File: src/rtl/usr_pkg.sv
// Shared definitions for the universal shift register: mode encodings,
// the mode type and a decode helper used by the top-level counter control.
// Optional feature macro: USR_ROTATE_EN (enables ROTL/ROTR modes).
package usr_pkg;

  localparam int unsigned MODE_W = 3;

  typedef logic [MODE_W-1:0] usr_mode_t;

  localparam usr_mode_t MODE_HOLD = 3'b000;
  localparam usr_mode_t MODE_LOAD = 3'b001;
  localparam usr_mode_t MODE_SHL  = 3'b010;
  localparam usr_mode_t MODE_SHR  = 3'b011;
  localparam usr_mode_t MODE_ROTL = 3'b100;
  localparam usr_mode_t MODE_ROTR = 3'b101;

  // True for any mode that moves data and therefore advances the shift counter.
  // Rotates only count when the rotate feature is compiled in.
  function automatic logic mode_is_shift(input usr_mode_t m);
    logic r_is_shift;
    r_is_shift = 1'b0;
    case (m)
      MODE_SHL, MODE_SHR: r_is_shift = 1'b1;
`ifdef USR_ROTATE_EN
      MODE_ROTL, MODE_ROTR: r_is_shift = 1'b1;
`endif
      default: r_is_shift = 1'b0;
    endcase
    return r_is_shift;
  endfunction

endpackage

File: src/rtl/usr_shift_counter.sv
// Saturating shift counter with a registered done flag.
// Counts executed shifts since the last clear; done is high while the
// count equals WIDTH. Holding (inc low, clear low) freezes both outputs.
module usr_shift_counter #(
  parameter  int unsigned WIDTH = 4,
  localparam int unsigned CNT_W = $clog2(WIDTH + 1)
) (
  input  logic             clk,
  input  logic             reset,
  input  logic             clear,
  input  logic             inc,
  output logic [CNT_W-1:0] shift_cnt,
  output logic             done
);

  localparam logic [CNT_W-1:0] CNT_MAX = CNT_W'(WIDTH);

  logic [CNT_W-1:0] r_cnt;
  logic             r_done;
  logic [CNT_W-1:0] w_cnt_nxt;
  logic             w_sat;

  assign w_sat = (r_cnt == CNT_MAX);

  // Next count: clear has priority, increments stop at WIDTH.
  always_comb begin
    w_cnt_nxt = r_cnt;
    if (clear) begin
      w_cnt_nxt = '0;
    end else if (inc && !w_sat) begin
      w_cnt_nxt = r_cnt + CNT_W'(1);
    end
  end

  // Count and done flag registered together so done tracks shift_cnt exactly.
  always_ff @(posedge clk or posedge reset) begin
    if (reset) begin
      r_cnt  <= '0;
      r_done <= 1'b0;
    end else begin
      r_cnt  <= w_cnt_nxt;
      r_done <= (w_cnt_nxt == CNT_MAX);
    end
  end

  assign shift_cnt = r_cnt;
  assign done      = r_done;

endmodule

File: src/rtl/universal_shift_reg.sv
// Universal shift register: hold, parallel load, shift left/right with
// serial inputs at both ends, optional rotates, plus a shift counter so a
// serialiser knows when a loaded word has been fully shifted out.
// Optional feature macro: USR_ROTATE_EN (modes 100/101 rotate; otherwise HOLD).
module universal_shift_reg
  import usr_pkg::*;
#(
  parameter  int unsigned WIDTH = 4,
  localparam int unsigned CNT_W = $clog2(WIDTH + 1)
) (
  input  logic             clk,
  input  logic             reset,
  input  usr_mode_t        mode,
  input  logic [WIDTH-1:0] in,
  input  logic             ser_in_msb,
  input  logic             ser_in_lsb,
  output logic [WIDTH-1:0] out,
  output logic             ser_out_msb,
  output logic             ser_out_lsb,
  output logic [CNT_W-1:0] shift_cnt,
  output logic             done
);

  if (WIDTH < 2) begin : g_width_chk
    $error("universal_shift_reg: WIDTH must be at least 2");
  end

  logic [WIDTH-1:0] r_out;
  logic [WIDTH-1:0] w_next;
  logic             w_load;
  logic             w_inc;

  // Data-path mode decode; unlisted and disabled modes keep the register.
  always_comb begin
    w_next = r_out;
    case (mode)
      MODE_HOLD: w_next = r_out;
      MODE_LOAD: w_next = in;
      MODE_SHL:  w_next = {r_out[WIDTH-2:0], ser_in_lsb};
      MODE_SHR:  w_next = {ser_in_msb, r_out[WIDTH-1:1]};
`ifdef USR_ROTATE_EN
      MODE_ROTL: w_next = {r_out[WIDTH-2:0], r_out[WIDTH-1]};
      MODE_ROTR: w_next = {r_out[0], r_out[WIDTH-1:1]};
`else
      MODE_ROTL, MODE_ROTR: w_next = r_out;
`endif
      default:   w_next = r_out;
    endcase
  end

  // Counter control derived from the same mode decode.
  assign w_load = (mode == MODE_LOAD);
  assign w_inc  = mode_is_shift(mode);

  // Register storage; reset discards any partially shifted word.
  always_ff @(posedge clk or posedge reset) begin
    if (reset) begin
      r_out <= '0;
    end else begin
      r_out <= w_next;
    end
  end

  usr_shift_counter #(
    .WIDTH (WIDTH)
  ) u_cnt (
    .clk       (clk),
    .reset     (reset),
    .clear     (w_load),
    .inc       (w_inc),
    .shift_cnt (shift_cnt),
    .done      (done)
  );

  assign out         = r_out;
  assign ser_out_msb = r_out[WIDTH-1];
  assign ser_out_lsb = r_out[0];

endmodule
File: config.mk
export PLATFORM = sky130hd
export DESIGN_NAME = universal_shift_reg
export DESIGN_NICKNAME = d
export VERILOG_FILES = /design/src/rtl/usr_pkg.sv /design/src/rtl/usr_shift_counter.sv /design/src/rtl/universal_shift_reg.sv
export SDC_FILE = /design/constraint.sdc
export NUM_CORES = 1
export LEC_CHECK = 0
export ABC_CLOCK_PERIOD_IN_PS = 3600
export CORE_MARGIN = 5
export CORE_UTILIZATION = 25
export CTS_CLUSTER_SIZE = 24
export DETAILED_ROUTE_END_ITERATION = 10
export GPL_ROUTABILITY_DRIVEN = 0
export GPL_TIMING_DRIVEN = 1
export PLACE_DENSITY_LB_ADDON = 0.05
export SLEW_MARGIN = 20
export SYNTH_ARGS = -nofsm -noshare
export SYNTH_HDL_FRONTEND = slang
export SYNTH_SLANG_ARGS = --single-unit
File: constraint.sdc
create_clock -name clk -period 3.6 [get_ports clk]
set_input_delay 0.72 -clock clk [delete_from_list [all_inputs] [get_ports clk]]
set_output_delay 0.72 -clock clk [all_outputs]
set_load 0.02 [all_outputs]
==> flow_summary.ini <==
[clock_tree]
cts_max_level = 1
cts.sinks = 8
clk_latency_ns = 0.25
ctsResizeCount = 0
clk_pin_slew_ns = 0.06
clockBufferDepth = 2
cts-root-buf = clkbuf_4
post-cts-setup-buffer-count = 0
cts_hold_buf = 0
numCtsBuffers = 3
cts_tree = done

[route]
vias = 487
via_per_inst = 4.64
detail_route.wl_per_cell_um = 13.2
drt-total-wl_um = 1380
ant_nets = 0
drt_iter0_markers = 11
drc_errors = 0
first_pass_iters = 4

[sta]
tns_ns = 0
max_slew.worst_pin.slew_ns = 0.423
fin_crit_ns = 2.04
finClkSkew_ns = 0.00149
rsz0062_at_grt = false
fmaxAchievable_ghz = 0.490
relSlewSlack_pct = 71.7
timing.hold.ws_ns = 0.542
hold_violations = 0
slew_viol_final = 0
report.final.setup_viol = 0
fin_crit_sh_pct = 56.7

[outcome]
status = complete, no violations

[floorplan]
die_w_um = 57.5
ios = 21
rows = 17
die_h_um = 57.5
core_sq_um = 2190
fp.dieArea_sq_um = 3300
start_util_pct = 25.7

[logic_synthesis]
synth_cell_type_count = 24
synth_nets = 72
seq_area_frac_synth_pct = 35.6
postSynthAreaPerCell_sq_um = 9.54
yosys_warnings = 0
synth_seq_cells = 8
synthCells = 59
netlist_area_sq_um = 563

[critical_path]
worstPathArrival_ns = 2.19
cp_slowest_cell = clkdlybuf4s50_1
critical_path_class = primary input to flop
worst_r2r_path_depth = 5
cp.depth = 4
critPathLaunchType = primary input
critPathMaxStageDelay_ns = 0.68
end_kind = flop
path_cells = clkdlybuf4s50_1 -> nor3b_4 -> o221ai_2 -> a2111oi_2
crit_family = buffers and inverters
critPathMaxFanout = 10
critPathRequiredTime_ns = 3.75
critPathBufInv = 1

[placement]
io_buffers = 20
dpl.hpwl_um = 1040
place_inst = 102

[grt]
antenna_found_initial = 0
gr-total-overflow = 0
grt_usage_pct = 9.46
grt_pass1_vias = 521
grt_pass1_wl_um = 2380
grt_max_degree = 11

[layout]
nets = 92
drive_gt1_share_pct = 13.0
final_common_cell = clkdlybuf4s50_1
synthToLayoutAreaGrowth_pct = 38.2
fin_cells = 105
final_util_pct = 35.5
antenna_cells = 0
final_cell_mix = clkdlybuf4s50_1 (20), dfrtp_1 (8), o21ai_0 (6), nand2_1 (5), inv_1 (5)

[pwr]
power.switching_mw = 0.119
power_per_cell_area_nw_per_um2 = 428
leakage_nw = 0.314
power_frac_clock_pct = 21.6
p_int_mw = 0.213
total_power_mw = 0.333
ir_worst_vdd_mv = 0.149
pwr-share-comb_pct = 41.7
switching_share_pct = 35.9
pwr-share-seq_pct = 36.6

[job]
max-cap-violations = 0

[min_path]
holdPathStages = 2
hold_path_class = flop to flop
[cell usage after synthesis, drive strengths merged]
cell type	number	area share, %
o221ai	1	2.7
a2111oi	1	2.7
ha	2	4.4
dfrtp	8	36
o2111ai	1	1.6
o21ai	6	5.3
o21bai	1	1.3
and2b	2	2.7
a22oi	4	5.3
or2b	1	1.3
a21oi	4	3.6
mux2	4	8.0
nor3	2	1.8
nor2b	1	1.1
buf	5	7.6
inv	5	3.3
nand2	5	3.3
and2	1	1.1
a31oi	1	1.1
nand3	2	1.8
nand2b	1	1.1
nor3b	1	3.3
[tightest hold or removal path: cells and delay by family, from the launching register on]
family | cells | cell delay (ns)
flip-flops | 1 | 0.39
AND/OR/NAND/NOR | 1 | 0.06
AO/OA/AOI/OAI | 1 | 0.06
[sequential cells by signal, indices dropped and copies added (netlist names)]
signal,count
out,4
u_cnt.done,1
u_cnt.shift_cnt,3
[path summary, 6_finish.rpt]
kind	start	endpoint	slack (ns)
worst min-delay path	out[1]	out[1]	0.54
worst max register to register	u_cnt.shift_cnt[0]	u_cnt.done	2.08
worst max-delay path	mode[0]	u_cnt.done	1.56
worst min register to register	out[1]	out[1]	0.54
max in group asynchronous	reset	out[1]	2.62
min in group asynchronous	reset	u_cnt.done	0.73
[routing by layer]
| layer | share of wire [%] | vias to the layer above | track usage [%] |
|---|---|---|---|
| met4 | 0.94 | 0 | 4.97 |
| met3 | 3.9 | 2 | 2.71 |
| met2 | 44 | 12 | 13.5 |
| li1 | - | 249 | - |
| met1 | 51 | 224 | 12.7 |
| met5 | 0 | - | 0 |
[logic make-up (layout without fill, tap and decap cells)]
kind of cell / after synthesis / after routing / share of synthesized area, %
AOI/OAI and AO/OA: 19 / 19 / 23.6
DFF: 8 / 8 / 35.6
adders and majority gates: 2 / 2 / 4.44
muxes: 4 / 4 / 8.00
buffers and inverters: 10 / 28 / 10.9
and+or+nand+nor: 16 / 16 / 17.6
[per-stage QoR]
stage,area [sq um],setup slack (ns)
finish,778,1.56
global route,778,1.44
detailed placement,756,1.28
floorplan,563,1.95
CTS,778,1.55
global placement,756,1.30
[power groups by stage]
stage               logic, mW  clock network, mW  registers [mW]
finish                  0.139             0.0720           0.122
global route            0.151             0.0810           0.126
floorplan              0.0704                  0           0.138
global placement        0.141                  0           0.124
CTS                     0.140             0.0765           0.122
detailed placement      0.139                  0           0.124
[cell type report]
cell class              instances  area [sq um]
flip-flops and latches          8           200
multi-input cells              41           302
clock buffers                   3          22.5
fillers                       228          1410
repair buffers                 20           200
inverters                       5          18.8
well taps                      28          35.0
Power figures use the tool's default switching activity.
